[config.mk]
export PLATFORM = sky130hd
export DESIGN_NAME = cacheline_adapter
export DESIGN_NICKNAME = d
export VERILOG_FILES = /design/src/rtl/cacheline_adapter.sv
export SDC_FILE = /design/constraint.sdc
export NUM_CORES = 1
export LEC_CHECK = 0
export CORE_AREA = 2 2 294 296
export DETAILED_ROUTE_END_ITERATION = 16
export DIE_AREA = 0 0 296 298
export GPL_TIMING_DRIVEN = 1
export MAX_ROUTING_LAYER = met4
export PLACE_DENSITY = 0.58
export SLEW_MARGIN = 20
export SYNTH_ARGS = -nofsm -noshare
export SYNTH_HDL_FRONTEND = slang
export SYNTH_SLANG_ARGS = --single-unit
[constraint.sdc]
create_clock -name clk -period 7.2 [get_ports clk]
set_clock_uncertainty 0.1 [all_clocks]
set_input_delay 1.08 -clock clk [delete_from_list [all_inputs] [get_ports clk]]
set_output_delay 1.08 -clock clk [all_outputs]
set_load 0.02 [all_outputs]
[src/rtl/cacheline_adapter.sv]
// cacheline_adapter: bridges a 256-bit cache line port to a 4-beat 64-bit banked memory burst port.
// Optional ADAPTER_RADDR_CHECK_EN drops read beats whose bmem_raddr tag mismatches and raises sticky err.
module cacheline_adapter #(
  parameter int LINE_BITS   = 256,
  parameter int BEAT_BITS   = 64,
  parameter int OFFSET_BITS = 5
) (
  input  logic                 clk,
  input  logic                 rst,
  input  logic [31:0]          dfp_addr,
  input  logic                 dfp_read,
  input  logic                 dfp_write,
  input  logic [LINE_BITS-1:0] dfp_wdata,
  output logic [LINE_BITS-1:0] dfp_rdata,
  output logic                 dfp_resp,
  output logic [31:0]          bmem_addr,
  output logic                 bmem_read,
  output logic                 bmem_write,
  output logic [BEAT_BITS-1:0] bmem_wdata,
  input  logic                 bmem_ready,
  input  logic [31:0]          bmem_raddr,
  input  logic [BEAT_BITS-1:0] bmem_rdata,
  input  logic                 bmem_rvalid,
  output logic                 err
);
  localparam int CW = $clog2(LINE_BITS / BEAT_BITS);
  localparam logic [31:0] ADDR_MASK = ~((32'd1 << OFFSET_BITS) - 32'd1);
  typedef enum logic [2:0] {IDLE, RD_REQ, RD_DATA, WR_DATA, DONE} state_e;
  state_e state_q, state_d;
  logic [CW-1:0] cnt_q, cnt_d;
  logic [31:0] addr_q, addr_d;
  logic [LINE_BITS-1:0] line_q, line_d, rdata_q, rdata_d;
  logic err_q, err_d, beat_ok, last;
  assign last = &cnt_q;
`ifdef ADAPTER_RADDR_CHECK_EN
  assign beat_ok = bmem_rvalid && bmem_raddr == addr_q;
  assign err_d = err_q | (state_q == RD_DATA && bmem_rvalid && bmem_raddr != addr_q);
`else
  logic unused_raddr;
  assign unused_raddr = ^bmem_raddr;
  assign beat_ok = bmem_rvalid;
  assign err_d = 1'b0;
`endif
  always_ff @(posedge clk)
    if (!rst) state_q <= IDLE;
    else state_q <= state_d;
  always_comb begin
    state_d = state_q;
    case (state_q)
      IDLE:    state_d = dfp_write ? WR_DATA : dfp_read ? RD_REQ : IDLE;
      RD_REQ:  state_d = bmem_ready ? RD_DATA : RD_REQ;
      RD_DATA: state_d = (beat_ok && last) ? DONE : RD_DATA;
      WR_DATA: state_d = (bmem_ready && last) ? DONE : WR_DATA;
      DONE:    state_d = IDLE;
      default: state_d = IDLE;
    endcase
  end
  always_comb begin
    bmem_read  = state_q == RD_REQ;
    bmem_write = state_q == WR_DATA;
    dfp_resp   = state_q == DONE;
  end
  assign bmem_addr  = addr_q;
  assign bmem_wdata = line_q[cnt_q*BEAT_BITS +: BEAT_BITS];
  assign dfp_rdata  = rdata_q;
  assign err        = err_q;
  // read beats assemble in line_q; dfp_rdata only updates when the final beat lands
  always_comb begin
    addr_d  = addr_q;
    cnt_d   = cnt_q;
    line_d  = line_q;
    rdata_d = rdata_q;
    if (state_q == IDLE && (dfp_write || dfp_read)) begin
      addr_d = dfp_addr & ADDR_MASK;
      cnt_d  = '0;
      if (dfp_write) line_d = dfp_wdata;
    end
    if (state_q == WR_DATA && bmem_ready) cnt_d = cnt_q + 1'b1;
    if (state_q == RD_DATA && beat_ok) begin
      line_d[cnt_q*BEAT_BITS +: BEAT_BITS] = bmem_rdata;
      cnt_d = cnt_q + 1'b1;
      if (last) rdata_d = line_d;
    end
  end
  always_ff @(posedge clk) begin
    if (!rst) begin
      cnt_q   <= '0;
      addr_q  <= '0;
      line_q  <= '0;
      rdata_q <= '0;
      err_q   <= 1'b0;
    end else begin
      cnt_q   <= cnt_d;
      addr_q  <= addr_d;
      line_q  <= line_d;
      rdata_q <= rdata_d;
      err_q   <= err_d;
    end
  end
endmodule
==> run metrics, run 1 <==
routed wire length per instance roughly 26 um; max-cap violations 0; Post-synth ARST share 0%; Post-CTS Resized 0; Post-Syn Instances 2442; Syn Area/Cell a little under 10 um^2; final hold viol count 0; minimum clock period around 4500 ps; worst r2r src cnt_q[1]; die height just under 300 um; Slew HR about 29%; slowest library cell on the worst path and2b_4; gpl congestion around 0.83; Seq/Total Area, Yosys about 45%; setup TNS 0 ps; CTS Hold Buffers Added 0; Final nets ~3400; Critical Path Max Stage Delay around 910 ps; CP endpoint kind register; First-pass DRT Iterations 5; Crit Path Class reg2reg; Core Util, Final between 30% and 40%; Reg2Reg Depth 7; Yosys reg bits around 540; Post-synth EDFFs 0; Setup WS post-layout between 2000 and 3000 ps; GR Util All Layers between 20% and 30%; Worst-Margin Slew about 1100 ps; Syn Std Cell Area 24230 um^2; Warnings, synthesis 0; synth unique cells 47; sw power roughly 2200 uW; synth top area cells dfxtp_1 45%, mux2i_1 9.7%, o2bb2ai_1 6.4%; Vias roughly 22000; Worst-Skew Late Latency 630 ps; sequential power share 41.4%; period utilization a little over three fifths; setup violators final 0; Req. time, crit path between 7000 and 8000 ps; reg2reg setup slack 2670 ps; vias in the first global route about 22000; status completed; DRT Wirelength around 110000 um; RSZ-0062 raised after global routing false; Cell Count, Final, Fillers Out between 4000 and 5000; Startpoint Class register; Via density between 5 and 6; Inst Count DP about 4000; clk slew on worst S/H paths approximately 60 ps; Sw Share 27.78%; Int Pwr roughly 5600 uW; pwr dens ~230 nW/um^2; Synth top area share between 40% and 50%; Clk pwr share between 40 and 50%; initial drt markers approximately 1700; num ports 746; initial antenna violation count 20; Setup Fix Bufs, Post-CTS 0; CTS sink cnt approximately 540; largest net degree at the start of global routing 155; die area 88210 um^2; crit-path most repeated cell buf_4; global-route wire length before repair approximately 160000 um; area delta synth->final 39.78%; CTS tree built; worst-path maximum fanout 39; PortBufs approximately 700; min-delay worst type reg2reg; worst hold path stage count 2; initial core utilization between 20% and 30%; Max Clock Freq approximately 220 MHz; DRC viols 0; area leader, netlist dfxtp_1; hold endpoint dfp_rdata[195]; H-tree Lvls 2; Hold Crit Start dfp_rdata[195]; GRT overflow 0; Lkg Pwr roughly 0.012 uW; FF-to-FF End line_q[157]; dpl hpwl 70240 um; Longest Clk Path Bufs 3; share of cells above drive strength 1 slightly below 8%; Core Footprint roughly 85000 um^2; Hold Slack 354.8 ps; antenna viol nets, final 0; final slew viol count 0; Die W 296 um; crit path cell chain ha_4, nand3b_1, nor3_4, buf_4, and2b_4, buf_4, o2bb2ai_1; ys flop type dfxtp_1; pre-CTS setup slack ~2600 ps; worst endpoint data arrival time 4960 ps; site row count around 110; Comb pwr share a little under a fifth; cts bufs inserted 61; Max VDD drop about 0.00016 V; root buf cell clkbuf_16
cell usage in the layout, fill, tap and decap left out, drive strengths merged, types with 64 or more instances in the layout:
master         count
mux2i            236
o21ai            268
o2bb2ai          176
clkdlybuf4s50    701
clkbuf            91
mux4              64
nand2            265
a21boi            99
a2bb2oi          136
dfxtp            544
a21oi            194
per-stage QoR:
stage | area (um^2) | total power, uW
after floorplan | 24250 | 4116
after global routing | 33870 | 8092
after CTS | 33820 | 7879
after global placement | 31840 | 4718
after detailed placement | 31840 | 4722
final | 33870 | 7815
logic make-up (layout without fill, tap and decap cells):
group                      after synthesis  in the layout  share of synthesized area (%)
other                                    1             25                        0.01548
AOI/OAI and AO/OA                      946            946                          26.37
muxes                                  308            308                          16.07
buffers and inverters                  278            857                          5.706
adders and majority gates                5              5                         0.2582
and+or+nand+nor                        360            360                          6.631
DFF                                    544            544                          44.95
critical path: cells and delay by family (launching register included):
family	cells	cell delay (ps)
simple gates	3	1300
buf+inv	2	1280
flops	1	800
fa+ha+maj	1	700
compound gates	1	180
cells in the mapped netlist, types with 2 or more instances:
master     number
clkbuf_1      123
nand2_1       263
inv_1           3
and2b_1         2
a21boi_0       96
buf_2          96
a21boi_1        3
a2bb2oi_1     136
or3_1          28
nand3_1        27
ha_1            5
nor4bb_1        2
a21oi_1       194
dfxtp_1       544
o22a_1         55
nor2_1          4
a31oi_1        14
and2_1         14
o2bb2ai_1     176
nand3b_1        3
buf_4          38
mux2_2          8
and3_1          2
nand2_4         2
mux2i_1       236
mux4_2         64
buf_6          10
buf_1           7
o21ai_0       267
nor3_1          3
layout make-up:
class / count / area, um^2
tap: 1144 / 1431
antenna: 19 / 47.55
timing repair buffer: 743 / 7388
fill: 8504 / 51010
inverter: 3 / 11.26
multi-input combinational: 1625 / 12110
clock inverter: 21 / 172.7
clock buffer: 90 / 1809
sequential: 544 / 10900
sequential cells by signal, indices dropped and copies added, names as in the netlist:
name and flops:
dfp_rdata 256, line_q 256, bmem_addr 27, state_q 3, cnt_q 2
layer usage:
layer / part of all wire, % / track usage [%]
met1: 42 / 31.19
met2: 47 / 38.73
met3: 7.8 / 5.520
met4: 3.6 / 9.512
met5: 0 / -
power by group through the flow:
stage,registers (uW),clock network (uW),logic [uW]
after floorplan,3280,0,832
after global placement,3300,0,1420
after detailed placement,3300,0,1420
after CTS,3230,3220,1430
after global routing,3250,3330,1520
final,3230,3150,1430
how the worst max path moves through the flow:
stage                                end         from  depth (start not counted)  slack, ps
after global placement    dfp_rdata[246]  bmem_rvalid                          6       2690
after detailed placement  dfp_rdata[246]  bmem_rvalid                          6       2630
after floorplan           bmem_wdata[25]     cnt_q[0]                          4       4270
after global routing         line_q[143]     cnt_q[1]                          7       2600
final                        line_q[157]     cnt_q[1]                          7       2670
after CTS                    line_q[144]     cnt_q[1]                          7       2670
No activity file was read; power rests on OpenSTA's default activity.
==> run 2: changes to the inputs <==
PLACE_DENSITY = 0.6   (was 0.58)
clock period = 4.1 ns   (was 7.2 ns; I/O delays follow)
==> run 2 against run 1 <==
Compared with the run above: power up 80%; via count up 0.38%; flip-flop and latch count unchanged; clock-buffer cell count up 7; register-to-register slack worse by 1800 ps; critical endpoint is now bmem_wdata[36]; largest power group is now clock; highest routed layer unchanged.
==> run metrics, run 2 (synthesis gave the netlist of run 1 again) <==
num ports 746 (unchanged); min-delay worst type reg2reg; Pwr Total 14040 uW (+80%); CTS sink cnt 544 (unchanged); leading cell type in the layout, fill and taps excluded clkdlybuf4s50_1; Worst-Skew Late Latency 600 ps (-30 ps); worst endpoint data arrival time 2880 ps (-2080 ps); Core Util, Final 40.60% (+0.70 points); initial core utilization 28.55% (unchanged); global-route wire length before repair 155200 um (-1.1%); die height 298 um (unchanged); die area 88210 um^2 (unchanged); Slew HR 30.33% (+1.7 points); Max VDD drop 0.0003363 V (+110%); Req. time, crit path 3380 ps (-4250 ps); Crit Path Class reg2out; antenna viol nets, final 0 (unchanged); fill count 8360 (-1.7%); Longest Clk Path Bufs 3 (unchanged); final instance area 34460 um^2 (+1.8%); Post-DP Area 32320 um^2 (+1.5%); max-cap violations 0 (unchanged); initial antenna violation count 16 (-20%); Hold Crit Start dfp_rdata[210]; CTS tree built; pwr dens 407.3 nW/um^2 (+77%); Via density 5.288 (-0.47%); initial drt markers 1711 (+1.6%); CTS Hold Buffers Added 0 (unchanged); area of the multi-input gates 12110 um^2 (unchanged); First-pass DRT Iterations 5 (unchanged); FF-to-FF End line_q[93]; Lkg Pwr 0.01196 uW (+2.6%); clk slew on worst S/H paths 60 ps (about the same); Final nets 3414 (+1.2%); routed wire length per instance 25.64 um (-2.8%); GRT overflow 0 (unchanged); RSZ-0062 raised after global routing false; Vias 22340 (+0.38%); final slew viol count 0 (unchanged); GR Util All Layers 24.41% (-0.41 points); share of cells above drive strength 1 8.972% (+1.1 points); Setup WS post-layout 502.7 ps (-2170 ps); largest net degree at the start of global routing 167 (+7.7%); dpl hpwl 72670 um (+3.5%); gpl congestion 0.8572 (+2.9%); leading cell types in the layout, fill and taps excluded 701 x clkdlybuf4s50_1, 542 x dfxtp_1, 267 x o21ai_0; H-tree Lvls 3 (+1); critical path's top delay family buffers and inverters; Max Clock Freq between 200 and 300 MHz; period utilization 87.74%; buffers and inverters on the worst path 2 (unchanged); reg2reg setup slack 830 ps (-1840 ps); Die W 296 um (unchanged); site row count 107 (unchanged); DRC viols 0 (unchanged); CP endpoint kind output pin; PortBufs 702 (unchanged); pre-CTS setup slack 823.1 ps (-1802 ps); minimum clock period 3597 ps; Startpoint Class register; Core Footprint 84880 um^2 (unchanged); Post-CTS Resized 0 (unchanged); final hold viol count 0 (unchanged); vias in the first global route 21970 (-0.73%); setup TNS 0 ps (unchanged); Setup Fix Bufs, Post-CTS 0 (unchanged); crit path cell chain buf_12, mux4_2, clkdlybuf4s50_1; root buf cell clkbuf_16; DRT Wirelength 108400 um (-2.0%); area delta synth->final 42.24%; FF/Latch Area 10900 um^2 (unchanged); status completed; Reg2Reg Depth 5 (-2); hold endpoint dfp_rdata[210]; worst hold path stage count 2 (unchanged); worst r2r src cnt_q[0]; slowest library cell on the worst path dfxtp_4; setup violators final 0 (unchanged); cts bufs inserted 66 (+8.2%); Worst-Margin Slew 1043 ps (-12.41 ps); Critical Path Max Stage Delay 670 ps (-240 ps); worst-path maximum fanout 34 (-13%)
==> run 2: cell types whose count changed in the layout (fill, tap and decap cells not counted), moves of 2 or more <==
cell | before | now
buf_12 | 4 | 21
buf_4 | 37 | 56
clkbuf_16 | 64 | 67
clkbuf_8 | 12 | 15
clkinv_2 | 13 | 7
clkinv_8 | 0 | 4
clkinvlp_4 | 4 | 2
diode_2 | 19 | 16
==> run 2: power breakdown <==
group	internal [uW]	switching, uW
logic	1250	1300
clock network	3340	2460
registers	5540	151
==> run 2: worst max-delay path by stage <==
stage                     depth (start not counted)             end      from
after floorplan                                  11  dfp_rdata[203]  cnt_q[0]
after global placement                            5      line_q[87]  cnt_q[0]
after detailed placement                          5      line_q[92]  cnt_q[0]
after CTS                                         3  bmem_wdata[59]  cnt_q[0]
after global routing                              3  bmem_wdata[59]  cnt_q[0]
final                                             3  bmem_wdata[36]  cnt_q[0]
==> run 2: stage by stage <==
step / cells / hold slack, ps
floorplan: 2447 / 347.4
global placement: 4095 / 339.3
detailed placement: 4095 / 346.1
CTS: 4209 / 355.7
global route: 4224 / 378.0
finish: 4225 / 355.5
==> run 2: routing by layer <==
layer	track usage, %	wire length, um	vias to the layer above
met2	38.11	50670	1004
li1	-	-	10230
met1	31.42	45900	10910
met5	-	0	-
met3	4.536	8280	192
met4	8.790	3495	0
==> run 2: cell type report <==
type | count | area share, %
Timing Repair Buffer | 779 | 22.84
Clock buffer | 97 | 5.598
Clock inverter | 17 | 0.4974
Sequential cell | 544 | 31.62
Antenna cell | 16 | 0.1162
Multi-Input combinational cell | 1625 | 35.14
Tap cell | 1144 | 4.153
Inverter | 3 | 0.03267
==> run 2: worst min-delay path: cells and delay by family, from the launching register on <==
family / cells / cell delay (ps)
AND/OR/NAND/NOR: 1 / 50
AO/OA/AOI/OAI: 1 / 50
flip-flops: 1 / 310
